## src/rtl/mdr_mar_mem_if_if.sv

```systemverilog
// Bundle of control-unit, bus and RAM handshake signals for the MAR/MDR memory stage.
// master: the memory stage itself; slave: control unit / RAM side.
interface mdr_mar_mem_if_if #(
  parameter int unsigned ADDR_W = 9,
  parameter int unsigned DATA_W = 32
);
  logic [DATA_W-1:0] BusMuxOut;
  logic              MARin;
  logic              MDRin;
  logic              MemRead;
  logic              MemWrite;
  logic              mem_req;
  logic              mem_we;
  logic [ADDR_W-1:0] mem_addr;
  logic [DATA_W-1:0] mem_wdata;
  logic [DATA_W-1:0] mem_rdata;
  logic              mem_ack;
  logic [DATA_W-1:0] BusMuxInMDR;
  logic              mem_busy;
  logic              mem_done;
  logic              mem_err;

  modport master (
    input  BusMuxOut, MARin, MDRin, MemRead, MemWrite, mem_rdata, mem_ack,
    output mem_req, mem_we, mem_addr, mem_wdata, BusMuxInMDR, mem_busy, mem_done, mem_err
  );

  modport slave (
    output BusMuxOut, MARin, MDRin, MemRead, MemWrite, mem_rdata, mem_ack,
    input  mem_req, mem_we, mem_addr, mem_wdata, BusMuxInMDR, mem_busy, mem_done, mem_err
  );
endinterface

```

## src/rtl/mdr_mar_mem_if.sv

```systemverilog
// MAR/MDR register stage with a req/ack handshake to a single-port RAM.
// Optional MEM_TIMEOUT_EN: abandon a request after TIMEOUT un-acked wait cycles, set sticky mem_err.
module mdr_mar_mem_if #(
  parameter int unsigned ADDR_W  = 9,
  parameter int unsigned DATA_W  = 32,
  parameter int unsigned TIMEOUT = 15
) (
  input logic               clock,
  input logic               clear,
  mdr_mar_mem_if_if.master  bus
);

  typedef enum logic [1:0] {StIdle, StRdWait, StWrWait, StDone} state_e;

  state_e            state_q;
  logic [ADDR_W-1:0] mar_q;
  logic [DATA_W-1:0] mdr_q;
  logic              req_q;
  logic              we_q;
  logic              done_q;

`ifdef MEM_TIMEOUT_EN
  localparam int unsigned CntW = ($clog2(TIMEOUT + 1) > 4) ? $clog2(TIMEOUT + 1) : 4;
  logic [CntW-1:0] cnt_q;
  logic            err_q;
  logic            expired;

  // The cycle that would take the count to TIMEOUT is the last one an ack may arrive in.
  assign expired = (cnt_q == CntW'(TIMEOUT - 1));
`endif

  always_ff @(posedge clock or posedge clear) begin
    if (clear) begin
      state_q <= StIdle;
      mar_q   <= '0;
      mdr_q   <= '0;
      req_q   <= 1'b0;
      we_q    <= 1'b0;
      done_q  <= 1'b0;
`ifdef MEM_TIMEOUT_EN
      cnt_q   <= '0;
      err_q   <= 1'b0;
`endif
    end else begin
      unique case (state_q)
        StIdle: begin
          // Loads land on the same edge as the request, so the request sees new values.
          if (bus.MARin) mar_q <= bus.BusMuxOut[ADDR_W-1:0];
          if (bus.MDRin) mdr_q <= bus.BusMuxOut;
          if (bus.MemRead) begin
            state_q <= StRdWait;
            req_q   <= 1'b1;
            we_q    <= 1'b0;
`ifdef MEM_TIMEOUT_EN
            cnt_q   <= '0;
`endif
          end else if (bus.MemWrite) begin
            state_q <= StWrWait;
            req_q   <= 1'b1;
            we_q    <= 1'b1;
`ifdef MEM_TIMEOUT_EN
            cnt_q   <= '0;
`endif
          end
        end
        StRdWait, StWrWait: begin
          if (bus.mem_ack) begin
            if (state_q == StRdWait) mdr_q <= bus.mem_rdata;
            state_q <= StDone;
            req_q   <= 1'b0;
            we_q    <= 1'b0;
            done_q  <= 1'b1;
`ifdef MEM_TIMEOUT_EN
          end else if (expired) begin
            state_q <= StDone;
            req_q   <= 1'b0;
            we_q    <= 1'b0;
            done_q  <= 1'b1;
            err_q   <= 1'b1;
          end else begin
            cnt_q   <= cnt_q + 1'b1;
`endif
          end
        end
        StDone: begin
          if (bus.MARin) mar_q <= bus.BusMuxOut[ADDR_W-1:0];
          if (bus.MDRin) mdr_q <= bus.BusMuxOut;
          state_q <= StIdle;
          done_q  <= 1'b0;
        end
        default: begin
          state_q <= StIdle;
          req_q   <= 1'b0;
          we_q    <= 1'b0;
          done_q  <= 1'b0;
        end
      endcase
    end
  end

  assign bus.mem_req     = req_q;
  assign bus.mem_we      = we_q;
  assign bus.mem_addr    = mar_q;
  assign bus.mem_wdata   = mdr_q;
  assign bus.BusMuxInMDR = mdr_q;
  assign bus.mem_done    = done_q;
  assign bus.mem_busy    = (state_q == StRdWait) || (state_q == StWrWait);
`ifdef MEM_TIMEOUT_EN
  assign bus.mem_err     = err_q;
`else
  assign bus.mem_err     = 1'b0;
`endif

endmodule

```

## src/flat_wrapper.sv

```systemverilog
// flat-port wrapper written by rule: the top's interface ports become plain ports
module mdr_mar_mem_if_flat 
#(
  parameter int unsigned ADDR_W  = 9,
  parameter int unsigned DATA_W  = 32,
  parameter int unsigned TIMEOUT = 15
)
  (clock, clear, bus_BusMuxOut, bus_MARin, bus_MDRin, bus_MemRead, bus_MemWrite, bus_mem_rdata, bus_mem_ack, bus_mem_req, bus_mem_we, bus_mem_addr, bus_mem_wdata, bus_BusMuxInMDR, bus_mem_busy, bus_mem_done, bus_mem_err);
  mdr_mar_mem_if_if #(.ADDR_W(ADDR_W), .DATA_W(DATA_W)) bus_i ();
  input logic clock;
  input logic clear;
  input wire logic [$bits(bus_i.BusMuxOut)-1:0] bus_BusMuxOut;
  input wire logic [$bits(bus_i.MARin)-1:0] bus_MARin;
  input wire logic [$bits(bus_i.MDRin)-1:0] bus_MDRin;
  input wire logic [$bits(bus_i.MemRead)-1:0] bus_MemRead;
  input wire logic [$bits(bus_i.MemWrite)-1:0] bus_MemWrite;
  input wire logic [$bits(bus_i.mem_rdata)-1:0] bus_mem_rdata;
  input wire logic [$bits(bus_i.mem_ack)-1:0] bus_mem_ack;
  output wire logic [$bits(bus_i.mem_req)-1:0] bus_mem_req;
  output wire logic [$bits(bus_i.mem_we)-1:0] bus_mem_we;
  output wire logic [$bits(bus_i.mem_addr)-1:0] bus_mem_addr;
  output wire logic [$bits(bus_i.mem_wdata)-1:0] bus_mem_wdata;
  output wire logic [$bits(bus_i.BusMuxInMDR)-1:0] bus_BusMuxInMDR;
  output wire logic [$bits(bus_i.mem_busy)-1:0] bus_mem_busy;
  output wire logic [$bits(bus_i.mem_done)-1:0] bus_mem_done;
  output wire logic [$bits(bus_i.mem_err)-1:0] bus_mem_err;
  assign bus_i.BusMuxOut = bus_BusMuxOut;
  assign bus_i.MARin = bus_MARin;
  assign bus_i.MDRin = bus_MDRin;
  assign bus_i.MemRead = bus_MemRead;
  assign bus_i.MemWrite = bus_MemWrite;
  assign bus_i.mem_rdata = bus_mem_rdata;
  assign bus_i.mem_ack = bus_mem_ack;
  assign bus_mem_req = bus_i.mem_req;
  assign bus_mem_we = bus_i.mem_we;
  assign bus_mem_addr = bus_i.mem_addr;
  assign bus_mem_wdata = bus_i.mem_wdata;
  assign bus_BusMuxInMDR = bus_i.BusMuxInMDR;
  assign bus_mem_busy = bus_i.mem_busy;
  assign bus_mem_done = bus_i.mem_done;
  assign bus_mem_err = bus_i.mem_err;
  mdr_mar_mem_if #(.ADDR_W(ADDR_W), .DATA_W(DATA_W), .TIMEOUT(TIMEOUT)) u_core (.clock(clock), .clear(clear), .bus(bus_i));
endmodule
```

## config.mk

```make
export PLATFORM = sky130hd
export DESIGN_NAME = mdr_mar_mem_if_flat
export DESIGN_NICKNAME = d
export VERILOG_FILES = /design/src/rtl/mdr_mar_mem_if_if.sv /design/src/rtl/mdr_mar_mem_if.sv /design/src/flat_wrapper.sv
export SDC_FILE = /design/constraint.sdc
export NUM_CORES = 1
export LEC_CHECK = 0
export BUFFER_PORTS_ARGS = -buffer_cell sky130_fd_sc_hd__buf_2
export CORE_MARGIN = 2
export CORE_UTILIZATION = 29
export DETAILED_ROUTE_END_ITERATION = 7
export GPL_TIMING_DRIVEN = 0
export SLEW_MARGIN = 10
export SYNTH_ARGS = -nofsm -noshare
export SYNTH_HDL_FRONTEND = slang
export SYNTH_SLANG_ARGS = --single-unit
```

## constraint.sdc

```tcl
create_clock -name clock -period 3 [get_ports clock]
set_input_delay 0.45 -clock clock [delete_from_list [all_inputs] [get_ports clock]]
set_output_delay 0.45 -clock clock [all_outputs]
set_load 0.005 [all_outputs]
```

==> results.tsv, run 1 <==
metric	value	unit
routabilityCongestion	0.7867	
grt_max_degree	26	
synthesis.nets	266	
period_needed	1.906	ns
clock_sinks	46	
antenna_found_initial	0	
first_pass_iters	3	
crit_path_max_fanout	10	
reg2reg_from	u_core.state_q[1]	
m1WireLength	2490	um
max_freq	0.5246	GHz
synth_top_area_share	0.4174	
fin_area	0.003751	mm2
rows	35	
fin_crit_sh	0.6354	
finalNetCount	421	
first_iter_violations	16	
final_common_cell	buf_2	
tightest_slew	0.5048	ns
drv_slew	0	
switchingPower	1.522	mW
clk_pin_slew	0.08	ns
finalHoldViolCount	0	
gr-usage-all-layers	0.1084	
p_seq_frac	0.256	
grt_pass1_vias	1826	
worstRegToRegCells	6	
maxUsedRoutingLayer	met4	
tritoncts	done	
root_buffer	clkbuf_8	
drc	0	
yosys_warnings	0	
worst_setup_path_start_kind	flip-flop	
critPathKind	reg -> reg	
rsz0062_at_grt	false	
skew	0.009425	ns
via_per_inst	4.036	
numPortBuffers	147	
drive_above_1_share	0.7717	
ant_nets	0	
cp.required	3.17	ns
setup_tns	0	ns
routedWlPerCell	12.11	um
netlist_instances	191	
worstPathArrival	2.08	ns
start_util	0.2984	
cts_resized	0	
ys_seq_area_frac	0.4174	
startpoint	u_core.state_q[1]	
io_pins	149	
placedInstanceArea	0.003675	mm2
combPwrFrac	0.667	
ys_types	22	
routed_wirelength	5752	um
dp_hpwl	4577	um
n_antenna_cell	0	
pwr-share-clk	0.077	
setup_viol	0	
cts_made_buffers	5	
outcome	finished clean	
irDropWorstVdd	0.0005657	V
post-place-cells	468	
syn_avg_cell_area	14.44	um2
die_h	101.5	um
clockBufferDepth	2	
gr-total-overflow	0	
dieArea	0.01031	mm2
r2r-end	u_core.bus.BusMuxInMDR[8]	
wl_met2	2779	um
worst_slew_margin_rel	0.6630	
p_sw_frac	0.3268	
die_w	101.5	um
endpoint_kind	flip-flop	
wl_met3	426	um
maxCapViolCount	0	
power.density_cell_area	1241	mW/mm2
cts.htree.levels	2	
post_synth_instance_area	0.002758	mm2
intPower	3.134	mW
hold_class	in -> async	
vias	1917	
p_leak	2.014	nW
fill_cells	920	
cts_setup_buffers	0	
ys_ff_latch	46	
clk_latency	0.29	ns
grt_pass1_wl	8721	um
regToRegSetupSlack	1.09	ns
finalPower	4.656	mW
ctsHoldBuffers	0	
synthToLayoutAreaGrowth	36.03	%
final_cell_mix	buf_2, mux2_4, dfrtp_1	
stdcell_count	475	
coreArea	0.009240	mm2
synth_area_leaders	dfrtp_1, mux2_4, buf_4	
synth_top_area_cell	dfrtp_1	
endpoint	u_core.bus.BusMuxInMDR[8]	
[metrics by stage]
step / utilization / hold WS [ns] / setup WS, ns
after detailed placement: 0.3977 / 0.4821 / 1.095
after CTS: 0.4060 / 0.1844 / 1.075
after floorplan: - / 0.4828 / 1.261
after global placement: 0.3955 / 0.4765 / 0.7444
final: 0.4060 / 0.1803 / 1.094
after global routing: 0.4060 / 0.2251 / 1.026
[worst min-delay path by stage]
stage | from | cells after the start | endpoint
6_report | clear | 2 | u_core.bus.BusMuxInMDR[14]
5_1_grt | clear | 2 | u_core.bus.BusMuxInMDR[14]
4_1_cts | clear | 2 | u_core.bus.BusMuxInMDR[20]
3_5_place_dp | u_core.bus.mem_addr[7] | 1 | u_core.bus.mem_addr[7]
3_3_place_gp | u_core.bus.mem_addr[7] | 1 | u_core.bus.mem_addr[7]
2_1_floorplan | u_core.bus.mem_addr[3] | 1 | u_core.bus.mem_addr[3]
[registers in the layout, summed over array words and instances, names as in the netlist]
name                    cells
u_core.bus.BusMuxInMDR     32
u_core.bus.mem_addr         9
u_core.state_q              2
u_core.bus.mem_done         1
u_core.bus.mem_req          1
u_core.bus.mem_we           1
[worst max-delay path, stage by stage (launching register included)]
cell and delay, ns:
dfrtp_1 0.38, inv_1 0.08, ha_1 0.36, buf_6 0.18
buf_6 0.20, mux2_4 0.31, mux2_4 0.26
[synth_stat cells]
master / n
nor2b_1: 2
inv_1: 6
nor2_1: 2
nand3b_1: 1
buf_2: 1
o21a_1: 2
o31ai_1: 1
nor2_4: 1
conb_1: 1
mux2i_1: 3
ha_1: 4
buf_12: 3
o2bb2ai_1: 1
mux2_4: 57
mux2_1: 2
mux2_2: 14
buf_6: 4
nor3b_1: 1
o21ai_0: 5
buf_4: 33
dfrtp_1: 46
nand2_1: 1
[per-layer routing]
layer,track usage,vias to the layer above
met1,0.1377,891
li1,-,931
met3,0.02622,5
met5,0,-
met2,0.1832,90
met4,0.03119,0
[cells by family (layout without fill, tap and decap cells)]
group,after synthesis,in the layout,share of synthesized area
and+or+nand+nor,8,8,0.01815
buffers and inverters,47,202,0.1379
DFF,46,46,0.4174
adders and majority gates,4,4,0.01815
muxes,76,76,0.3866
AOI/OAI and AO/OA,9,9,0.02042
other,1,1,0.001360
[final cells by class]
cell class	count	area, um2	share of cell area
Buffer	41	357.8	0.09540
Clock buffer	7	76.32	0.02035
Inverter	6	22.52	0.006004
Multi-Input combinational cell	98	1226	0.3269
Sequential cell	46	1151	0.3069
Tap cell	129	161.4	0.04303
Timing Repair Buffer	148	755.7	0.2015
[power by group through the flow]
stage	combinational [mW]	sequential [mW]	clock [mW]
after CTS	3.18	1.20	0.381
after detailed placement	3.18	1.21	0
after global placement	3.14	1.19	0
final	3.11	1.19	0.357
after floorplan	2.29	1.20	0
after global routing	3.37	1.24	0.405
Note: power is estimated with default switching activity, not from simulation.
==> inputs of run 2 (changes only) <==
==> constraint.sdc (replaced) <==
create_clock -name clock -period 1.84 [get_ports clock]
set_input_delay 0.276 -clock clock [delete_from_list [all_inputs] [get_ports clock]]
set_output_delay 0.276 -clock clock [all_outputs]
set_load 0.005 [all_outputs]
==> run 2 against run 1 <==
Compared with the run above:
- power up 71%
- core utilization up 1.1 points
- flip-flop and latch count unchanged
- first-iteration DRC count up 6.3%
- fmax up 6.7%
- count of clock-buffer cells in the layout unchanged
- clock skew about the same
- die area unchanged
- largest power group unchanged
- setup slack worse by 1.0 ns
==> results.tsv, run 2 (synthesis results as in run 1) <==
metric	value	unit
clk_latency	0.29	ns
critPathKind	reg -> reg	
routedWlPerCell	12.44	um
grt_pass1_vias	1835	
largest_reg_flops	32	
maxCapViolCount	0	
io_pins	149	
tritoncts	done	
period_needed	1.787	ns
coreArea	0.009240	mm2
crit_path_max_fanout	5	
n_antenna_cell	0	
finalHoldViolCount	0	
worstRegToRegCells	7	
fin_crit_sh	0.9714	
finalPower	7.972	mW
cts_made_buffers	5	
clockBufferDepth	2	
finalNetCount	426	
endpoint_kind	flip-flop	
max_freq	0.5595	GHz
outcome	finished clean	
hold_class	in -> async	
rows	35	
numPortBuffers	147	
routed_wirelength	5971	um
vias	1930	
drc	0	
die_h	101.5	um
drv_slew	0	
skew	0.009313	ns
first_iter_violations	17	
cts.htree.levels	2	
dp_hpwl	4577	um
clock_sinks	46	
antenna_found_initial	0	
first_pass_iters	4	
synthToLayoutAreaGrowth	39.66	%
start_util	0.2984	
ant_nets	0	
tightest_slew	0.5025	ns
gr-total-overflow	0	
grt_max_degree	26	
setup_viol	0	
drive_above_1_share	0.7863	
final_common_cell	buf_2	
via_per_inst	4.021	
die_w	101.5	um
dieArea	0.01031	mm2
fill_cells	913	
rsz0062_at_grt	false	
gr-usage-all-layers	0.1094	
p_leak	2.049	nW
cp.required	2.01	ns
worst_setup_path_start_kind	flip-flop	
whs	0.005081	ns
worstPathArrival	1.96	ns
root_buffer	clkbuf_8	
clk_pin_slew	0.08	ns
post-place-cells	468	
power.density_cell_area	2070	mW/mm2
irDropWorstVdd	0.001023	V
final_cell_mix	buf_2, mux2_4, dfrtp_1	
stdcell_count	480	
worst_slew_margin_rel	0.6645	
routabilityCongestion	0.7867	
grt_pass1_wl	8797	um
-- run 2: worst max-delay path, stage by stage (launching register included) --
cell,delay [ns]
dfrtp_1,0.39
inv_2,0.07
ha_4,0.30
mux2i_4,0.25
nor2_4,0.06
buf_12,0.14
clkbuf_16,0.16
mux2_4,0.29
-- run 2: cell type report --
class,instances,area [um2],share of cell area
sequential,46,1151,0.2989
timing repair buffer,153,823.3,0.2138
buffer,41,365.4,0.09487
inverter,6,22.52,0.005848
tap,129,161.4,0.04191
multi-input combinational,98,1251,0.3249
clock buffer,7,76.32,0.01982
-- run 2: what timing repair did --
action / in CTS / in global routing
resized for setup: 3 / 4
pin swaps: 0 / 1
gates cloned: 0 / 1
buffers inserted: 1 / 3
hold buffers: 0 / 0
endpoints found under the setup margin: 32 / 34
-- run 2: report_power, final --
part	internal [mW]	switching [mW]
Sequential	1.57	0.379
Combinational	3.56	1.88
Clock	0.262	0.322
Total	5.39	2.58
-- run 2: path summary, 6_finish.rpt --
check / from / endpoint / slack [ns]
max: u_core.state_q[1] / u_core.bus.BusMuxInMDR[9] / 0.05
min: clear / u_core.bus.BusMuxInMDR[14] / 0.005
max reg2reg: u_core.state_q[1] / u_core.bus.BusMuxInMDR[9] / 0.05
min reg2reg: u_core.bus.mem_addr[3] / u_core.bus.mem_addr[3] / 0.49
max in group asynchronous: clear / u_core.bus.mem_addr[3] / 1.33
min in group clock: bus_BusMuxOut[3] / u_core.bus.mem_addr[3] / 0.23
-- run 2: through the flow --
stage               utilization  setup TNS (ns)  area (um2)  setup slack [ns]
floorplan                     -               0        2758            0.1010
global placement         0.3955          -11.20        3655           -0.2416
detailed placement       0.3977          -1.024        3675          -0.06456
CTS                      0.4089               0        3779           0.02212
global route             0.4168               0        3851          0.008226
finish                   0.4168               0        3851           0.05266
-- run 2: metal layers --
metal | part of all wire | track usage | up-vias
li1 | - | - | 937
met1 | 0.43 | 0.1373 | 896
met2 | 0.49 | 0.1872 | 92
met3 | 0.072 | 0.02622 | 5
met4 | 0.0099 | 0.03119 | 0
met5 | 0 | 0 | -
==> inputs of run 3 (changes only) <==
--- a/config.mk
+++ b/config.mk
@@ -5,6 +5,7 @@
 export SDC_FILE = /design/constraint.sdc
 export NUM_CORES = 1
 export LEC_CHECK = 0
+export ABC_AREA = 1
 export BUFFER_PORTS_ARGS = -buffer_cell sky130_fd_sc_hd__buf_2
 export CORE_MARGIN = 2
 export CORE_UTILIZATION = 29
==> run 3 against run 2 <==
Compared with the run above:
- final cell count up 29%
- register-to-register slack better by 0.07 ns
- final area down 4.5%
- largest cell class is now non-clock buffers
- critical path depth up 3
- sequential share of layout area up 1.4 points
- critical path type unchanged
- fmax up 4.3%
- highest routed layer unchanged
==> results.tsv, run 3 <==
metric	value	unit
skew	0.005526	ns
max_freq	0.5837	GHz
cts_made_buffers	5	
endpoint_kind	flip-flop	
cp.required	2.03	ns
grt_pass1_wl	12390	um
period_needed	1.713	ns
finalPower	7.458	mW
synth_top_area_cell	dfrtp_1	
gr-total-overflow	0	
setup_viol	0	
first_pass_iters	4	
rows	34	
maxCapViolCount	0	
synth_enable_flop_cells	0	
start_util	0.3000	
clk_pin_slew	0.09	ns
irDropWorstVdd	0.0006812	V
worstPathArrival	1.91	ns
first_iter_violations	77	
routedWlPerCell	12.24	um
die_w	99.21	um
gr-usage-all-layers	0.1527	
drv_slew	0	
post-synth-top-count-cell	nand2_1	
synthArstFlopShare	1.000	
p_leak	2.269	nW
clock_sinks	46	
clk_latency	0.29	ns
p_sw_frac	0.4398	
drc	0	
finalHoldViolCount	0	
via_per_inst	4.293	
combPwrFrac	0.642	
final_common_cell	nand2_1	
p_seq_frac	0.255	
final_cell_mix	nand2_1, buf_2, dfrtp_1	
grt_max_degree	25	
synth-main-ff-cell	dfrtp_1	
finalNetCount	583	
cp.buffers_inverters	5	
syn_avg_cell_area	7.511	um2
synthToLayoutAreaGrowth	39.84	%
outcome	finished clean	
largest_reg_flops	32	
critPathKind	reg -> reg	
netlist_instances	350	
synthesis.nets	425	
placedInstanceArea	0.003520	mm2
regArea	0.001151	mm2
fin_crit_sh	0.9310	
path_delay_family	buffers and inverters	
ctsHoldBuffers	0	
intPower	4.177	mW
routabilityCongestion	0.7527	
regToRegSetupSlack	0.13	ns
pwr-share-clk	0.103	
tightest_slew	0.5216	ns
final_util	0.4195	
clockBufferDepth	2	
worst_setup_path_start_kind	flip-flop	
worst_slew_margin_rel	0.6517	
switchingPower	3.280	mW
crit_path_max_fanout	10	
die_h	99.21	um
vias	2649	
crit_path_max_incr_delay	0.40	ns
drive_above_1_share	0.4263	
dp_hpwl	5759	um
power.density_cell_area	2029	mW/mm2
layout_setup_ws	0.1269	ns
antenna_found_initial	0	
io_pins	149	
multiInputGateArea	0.001030	mm2
reg2reg_from	u_core.state_q[1]	
tritoncts	done	
ys_types	17	
netlist_top_cells_count	nand2_1, dfrtp_1, buf_4	
startpoint	u_core.state_q[1]	
fill_cells	929	
synth_area_leaders	dfrtp_1, nand2_1, buf_4	
n_antenna_cell	0	
ys_seq_area_frac	0.4379	
setup_tns	0	ns
hold_class	in -> async	
yosys_warnings	0	
numPortBuffers	147	
root_buffer	clkbuf_8	
synth_top_area_share	0.4379	
post_synth_instance_area	0.002629	mm2
routed_wirelength	7554	um
cts.htree.levels	2	
ant_nets	0	
crit_chain	inv_1 -> ha_4 -> buf_6 -> inv_2 -> buf_6 -> nand2_1 -> nand3b_4 -> buf_6 -> nand2_1 -> nand2_1	
grt_pass1_vias	2590	
coreArea	0.008763	mm2
ys_ff_latch	46	
crit_slowest_cell	dfrtp_1	
dieArea	0.009843	mm2
fin_area	0.003676	mm2
pre_cts_slack	-0.08511	ns
## run 3: cell types whose count changed in the layout (fill, tap and decap cells not counted), moves of 3 or more
| cell | before | now |
|---|---|---|
| buf_4 | 36 | 39 |
| mux2_2 | 14 | 0 |
| nand2_1 | 1 | 168 |
| mux2_4 | 57 | 0 |
| buf_6 | 2 | 8 |
| nand3_1 | 0 | 35 |
| inv_1 | 3 | 15 |
| clkbuf_2 | 0 | 3 |
| buf_12 | 5 | 1 |
| o21ai_0 | 5 | 21 |
## run 3: final cells by class
| type | count | share of cell area |
|---|---|---|
| buffer | 52 | 0.1103 |
| clock buffer | 5 | 0.01872 |
| clock inverter | 3 | 0.01089 |
| inverter | 18 | 0.01838 |
| multi-input combinational | 234 | 0.2801 |
| sequential | 46 | 0.3131 |
| tap | 108 | 0.03676 |
| timing repair buffer | 151 | 0.2117 |
## run 3: power groups by stage
stage               clock (mW)  combinational (mW)  sequential, mW
finish                   0.766                4.79            1.90
global route             0.830                5.46            2.00
CTS                      0.789                4.77            1.91
detailed placement           0                4.76            1.92
global placement             0                4.68            1.90
floorplan                    0                3.06            1.91
## run 3: final timing paths
| check | end | cells after the start |
|---|---|---|
| min in group clock | u_core.bus.mem_addr[4] | 3 |
| min reg2reg | u_core.bus.mem_req | 2 |
| max in group asynchronous | u_core.bus.BusMuxInMDR[2] | 3 |
| max | u_core.bus.BusMuxInMDR[7] | 10 |
| min | u_core.bus.BusMuxInMDR[14] | 2 |
| max reg2reg | u_core.bus.BusMuxInMDR[7] | 10 |
## run 3: cell families after synthesis
kind of cell             count (synthesis)  synth area share
AND/OR/NAND/NOR                        207            0.3203
buffers and inverters                   70            0.1752
flip-flops                              46            0.4379
AO/OA/AOI/OAI                           22           0.04617
other                                    1          0.001427
adder cells (fa/ha/maj)                  4           0.01904
## run 3: per-layer routing
metal / GRT usage / vias up / routed length, um
met2: 0.2609 / 92 / 3587
met3: 0.03233 / 8 / 482
met1: 0.2012 / 1185 / 3419
li1: - / 1364 / -
met4: 0.02950 / 0 / 64
met5: 0 / - / 0
## run 3: worst register-to-register path, cell delays in order, from the launching register on
cell and delay (ns):
dfrtp_1 0.40, inv_1 0.11, ha_4 0.28, buf_6 0.12, inv_2 0.05, buf_6 0.14, nand2_1 0.10, nand3b_4 0.12
buf_6 0.17, nand2_1 0.06, nand2_1 0.06
## run 3: stage by stage
| stage | instances | hold WS (ns) |
|---|---|---|
| after floorplan | 350 | 0.4319 |
| after global placement | 605 | 0.4614 |
| after detailed placement | 606 | 0.3559 |
| after CTS | 614 | 0.02639 |
| after global routing | 617 | 0.04922 |
| final | 617 | 0.007975 |
## run 3: timing repair
action,4_1_cts,5_1_grt
pin swaps,0,0
endpoints found under the setup margin,9,39
gates resized for setup,2,8
buffers inserted,0,3
